[config.mk]
export PLATFORM = sky130hd
export DESIGN_NAME = dmem_arbiter
export DESIGN_NICKNAME = d
export VERILOG_FILES = /design/src/rtl/dmem_arbiter.sv
export SDC_FILE = /design/constraint.sdc
export NUM_CORES = 1
export LEC_CHECK = 0
export ABC_AREA = 1
export BUFFER_PORTS_ARGS = -buffer_cell sky130_fd_sc_hd__clkbuf_2
export CAP_MARGIN = 20
export CORE_UTILIZATION = 51
export DETAILED_ROUTE_END_ITERATION = 12
export PLACE_DENSITY = 0.86
export SYNTH_ARGS = -nofsm -noshare
export SYNTH_HDL_FRONTEND = slang
export SYNTH_SLANG_ARGS = --single-unit
export TNS_END_PERCENT = 10
[constraint.sdc]
create_clock -name clk -period 3.1 [get_ports clk]
set_input_delay 0.62 -clock clk [delete_from_list [all_inputs] [get_ports clk]]
set_output_delay 0.62 -clock clk [all_outputs]
set_load 0.01 [all_outputs]
[src/rtl/dmem_arbiter.sv]
// Round-robin CPU/DMA arbiter and access sequencer for a single-port, byte-lane-reversed data RAM.
// Optional build macro DMEM_ARB_SUBWORD_EN enables byte/half stores through a read-modify-write path.
module dmem_arbiter #(
    parameter int ADDRESS_WIDTH = 32,
    parameter int DATA_WIDTH    = 32
) (
    input  logic                     clk,
    input  logic                     rst_n,
    input  logic                     cpu_req_i,
    input  logic                     cpu_we_i,
    input  logic [1:0]               cpu_size_i,
    input  logic [ADDRESS_WIDTH-1:0] cpu_addr_i,
    input  logic [DATA_WIDTH-1:0]    cpu_wdata_i,
    output logic                     cpu_gnt_o,
    output logic                     cpu_rvalid_o,
    output logic [DATA_WIDTH-1:0]    cpu_rdata_o,
    input  logic                     dma_req_i,
    input  logic                     dma_we_i,
    input  logic [1:0]               dma_size_i,
    input  logic [ADDRESS_WIDTH-1:0] dma_addr_i,
    input  logic [DATA_WIDTH-1:0]    dma_wdata_i,
    output logic                     dma_gnt_o,
    output logic                     dma_rvalid_o,
    output logic [DATA_WIDTH-1:0]    dma_rdata_o,
    output logic                     mem_we_o,
    output logic [ADDRESS_WIDTH-1:0] mem_addr_o,
    output logic [DATA_WIDTH-1:0]    mem_wd_o,
    input  logic [DATA_WIDTH-1:0]    mem_rd_i
);
    typedef enum logic [1:0] {IDLE = 2'd0, ACCESS = 2'd1, RMW_WR = 2'd2} state_t;

    localparam logic PORT_CPU = 1'b0;
    localparam logic PORT_DMA = 1'b1;

    state_t                   state_q, state_d;
    logic                     last_q, last_d;
    logic                     any_req, win_id;
    logic                     id_q, we_q;
    logic [ADDRESS_WIDTH-1:0] addr_q;
    logic [DATA_WIDTH-1:0]    wdata_q;
    logic                     cpu_rvalid_q, dma_rvalid_q;
    logic [DATA_WIDTH-1:0]    cpu_rdata_q, dma_rdata_q;

    // The RAM writes byte addr+k from the top lane down, so pre-reverse the lanes.
    function automatic logic [DATA_WIDTH-1:0] lane_rev(input logic [DATA_WIDTH-1:0] w);
        return {w[7:0], w[15:8], w[23:16], w[31:24]};
    endfunction

    assign any_req = cpu_req_i | dma_req_i;
    assign win_id  = (cpu_req_i & dma_req_i) ? ~last_q : dma_req_i;

`ifdef DMEM_ARB_SUBWORD_EN
    logic [1:0]               size_q;
    logic [DATA_WIDTH-1:0]    merge_q, merged;
    logic [ADDRESS_WIDTH-1:0] addr_aligned;
    logic                     sub_store;

    assign sub_store    = we_q & ~size_q[1];
    assign addr_aligned = {addr_q[ADDRESS_WIDTH-1:2], 2'b00};

    always_comb begin
        merged = merge_q;
        if (size_q[0] == 1'b0) begin
            merged[{addr_q[1:0], 3'b000} +: 8] = wdata_q[7:0];
        end else begin
            merged[{addr_q[1], 4'b0000} +: 16] = wdata_q[15:0];
        end
    end
`else
    logic unused_size;
    assign unused_size = ^{cpu_size_i, dma_size_i};
`endif

    always_comb begin
        state_d    = state_q;
        last_d     = last_q;
        cpu_gnt_o  = 1'b0;
        dma_gnt_o  = 1'b0;
        mem_we_o   = 1'b0;
        mem_addr_o = '0;
        mem_wd_o   = '0;
        case (state_q)
            IDLE: begin
                if (rst_n && any_req) begin
                    cpu_gnt_o = (win_id == PORT_CPU);
                    dma_gnt_o = (win_id == PORT_DMA);
                    last_d    = win_id;
                    state_d   = ACCESS;
                end
            end
            ACCESS: begin
                state_d    = IDLE;
                mem_addr_o = addr_q;
                mem_we_o   = we_q;
                mem_wd_o   = we_q ? lane_rev(wdata_q) : '0;
`ifdef DMEM_ARB_SUBWORD_EN
                if (sub_store) begin
                    mem_addr_o = addr_aligned;
                    mem_we_o   = 1'b0;
                    mem_wd_o   = '0;
                    state_d    = RMW_WR;
                end
`endif
            end
`ifdef DMEM_ARB_SUBWORD_EN
            RMW_WR: begin
                state_d    = IDLE;
                mem_addr_o = addr_aligned;
                mem_we_o   = 1'b1;
                mem_wd_o   = lane_rev(merged);
            end
`endif
            default: state_d = IDLE;
        endcase
    end

    always_ff @(posedge clk or negedge rst_n) begin
        if (!rst_n) begin
            state_q      <= IDLE;
            last_q       <= PORT_DMA;
            id_q         <= PORT_CPU;
            we_q         <= 1'b0;
            addr_q       <= '0;
            wdata_q      <= '0;
            cpu_rvalid_q <= 1'b0;
            dma_rvalid_q <= 1'b0;
            cpu_rdata_q  <= '0;
            dma_rdata_q  <= '0;
`ifdef DMEM_ARB_SUBWORD_EN
            size_q       <= 2'b10;
            merge_q      <= '0;
`endif
        end else begin
            state_q      <= state_d;
            last_q       <= last_d;
            cpu_rvalid_q <= 1'b0;
            dma_rvalid_q <= 1'b0;
            if (state_q == IDLE && any_req) begin
                id_q    <= win_id;
                we_q    <= win_id ? dma_we_i : cpu_we_i;
                addr_q  <= win_id ? dma_addr_i : cpu_addr_i;
                wdata_q <= win_id ? dma_wdata_i : cpu_wdata_i;
`ifdef DMEM_ARB_SUBWORD_EN
                size_q  <= win_id ? dma_size_i : cpu_size_i;
`endif
            end
            if (state_q == ACCESS && !we_q) begin
                if (id_q == PORT_CPU) begin
                    cpu_rdata_q  <= mem_rd_i;
                    cpu_rvalid_q <= 1'b1;
                end else begin
                    dma_rdata_q  <= mem_rd_i;
                    dma_rvalid_q <= 1'b1;
                end
            end
`ifdef DMEM_ARB_SUBWORD_EN
            if (state_q == ACCESS && sub_store) begin
                merge_q <= mem_rd_i;
            end
`endif
        end
    end

    assign cpu_rvalid_o = cpu_rvalid_q;
    assign dma_rvalid_o = dma_rvalid_q;
    assign cpu_rdata_o  = cpu_rdata_q;
    assign dma_rdata_o  = dma_rdata_q;

endmodule

==> reports/metrics.cfg <==
[placed_design]
hpwl_um=12800
gp_congestion=0.853
numPortBuffers=298

[cts]
root_buffer=clkbuf_16
post_cts_buffers=0
cts_tree=done
cts_buffers=17
hold_buffers=0
ctsResizeCount=0
clock_latency_ns=0.41
cts.sinks=134
htree_levels=4
cts_buffer_depth=2
path_clk_slew_ns=0.06

[worst_setup_path]
critPathArrivalTime_ns=1.70
critPathMaxFanout=30
path_class=reg -> out
cp_data_required_time_ns=2.48
end_kind=output pin
worstSetupStartpointType=flip-flop

[die]
die_h_um=117
coreArea_um2=12800
io_pins=303
start_util=0.528
die_w_um=117
num_rows=41
dieArea_um2=13700

[synthesis]
yosys_warnings=0
synthCells=957
ys_seq_area_frac=0.497
netlist_area_um2=6750
syn-num-nets=1127
synth_cell_types=14
ys_ff_latch=134
synth_area_per_cell_um2=7.05

[sta]
period_share=0.748
finalSetupViolCount=0
tightest_slew_ns=0.695
clock.fmax_mhz=431
hold_viol_final=0
finalMaxSlewViolations=0
fin_worst_skew_ns=0.00624
grt_setup_unrepaired=false
tns_ns=0
relSlewSlack=0.537
layout_min_cycle_time_ns=2.32

[global_routing]
grt_pass1_vias=6163
gr-total-overflow=0
grt_start_max_net_pins=84
antenna_found_initial=0
grt_usage=0.270
grt_pass1_wl_um=28300

[power]
power_density_nw_per_um2=723
irDropWorstVdd_uv=335
p_leak_nw=5.92

[run]
cap_viol_max_count=0

[final_layout]
final_cell_mix=clkbuf_2 (297), nand2_1 (296), inv_1 (233)
area_growth_pct=34.3
drive_above_1_share=0.283
utilization=0.709
n_fill_cell=999
layout.nets=1401
final_common_cell=clkbuf_2
antenna_cells=0

[routing]
route.detailed.drc=0
drtPass1Iterations=5
wl_per_cell_um=13.0
vias=6838
vias_per_cell=4.83
antenna_left=0
first_iter_violations=465
drt_wl_total_um=18400

[status]
status=finished, final reports clean

[min_path]
hold_class=in -> async

-- logic make-up (layout without fill, tap and decap cells) --
kind of cell / Yosys count / count (layout) / share of synthesized area
compound gates: 66 / 66 / 0.0495
flops: 134 / 134 / 0.497
simple gates: 466 / 466 / 0.284
buf+inv: 291 / 578 / 0.169
-- where the power goes --
group,leakage [nW],switching (W),internal [W]
clock network,0.332,0.000747,0.00157
logic,3.97,0.000995,0.000667
registers,1.62,0.000300,0.00227
-- synthesized netlist by cell type (all sizes together) --
cell type	number	area, um2
inv	235	882
o21ai	66	334
dfstp	1	26.3
nor2	35	131
buf	39	196
nand3	133	666
nand2	298	1120
dfrtp	133	3330
clkbuf	17	63.8
-- final timing paths --
check                                             from                          end  slack [ns]  cells after the start
worst max-delay path            state_q[0]$_DFFE_PN0P_                    dma_gnt_o        0.78                      5
worst min-delay path                             rst_n        addr_q[8]$_DFFE_PN0P_        0.15                      2
worst max register to register  state_q[0]$_DFFE_PN0P_      wdata_q[12]$_DFFE_PN0P_        1.24                      5
worst min register to register  wdata_q[4]$_DFFE_PN0P_       wdata_q[4]$_DFFE_PN0P_        0.48                      2
max in group asynchronous                        rst_n  dma_rdata_o[13]$_DFFE_PN0P_        2.34                      3
min in group clk                          mem_rd_i[22]  dma_rdata_o[22]$_DFFE_PN0P_        0.46                      3
-- final cells by class --
cell class                      count  area [um2]  share of cell area
Timing Repair Buffer              311        1640               0.181
Sequential cell                   134        3350               0.370
Inverter                          235         882              0.0973
Multi-Input combinational cell    532        2280               0.252
Tap cell                          172         215              0.0238
Clock inverter                     12         223              0.0246
Clock buffer                       20         467              0.0515
-- metal layers --
metal | up-vias | global-route usage | part of all wire
li1 | 3353 | - | -
met1 | 3147 | 0.305 | 0.39
met2 | 298 | 0.475 | 0.50
met3 | 40 | 0.0716 | 0.076
met4 | 0 | 0.125 | 0.029
met5 | - | 0 | 0
-- critical path, stage by stage (launching register included) --
cell and delay, ns:
dfrtp_1 0.49, buf_4 0.38, inv_2 0.10, nand3_1 0.12, inv_1 0.05, clkbuf_2 0.13
-- flip-flops by register name, summed over array words and instances (netlist names), 32 cells and up --
name,cells
wdata_q,32
dma_rdata_o,32
addr_q,32
cpu_rdata_o,32
-- per-stage QoR --
stage               cell area [um2]  cells  power [W]  hold WS (ns)  worst slack (ns)
floorplan                      6750    957    0.00343         0.324              1.30
global placement               8320   1382    0.00415         0.461              1.14
detailed placement             8320   1382    0.00423         0.466              1.03
CTS                            9010   1414    0.00660         0.335             0.728
global route                   9060   1416    0.00696         0.151             0.671
finish                         9060   1416    0.00655         0.153             0.780
No activity file was read; power rests on OpenSTA's default activity.
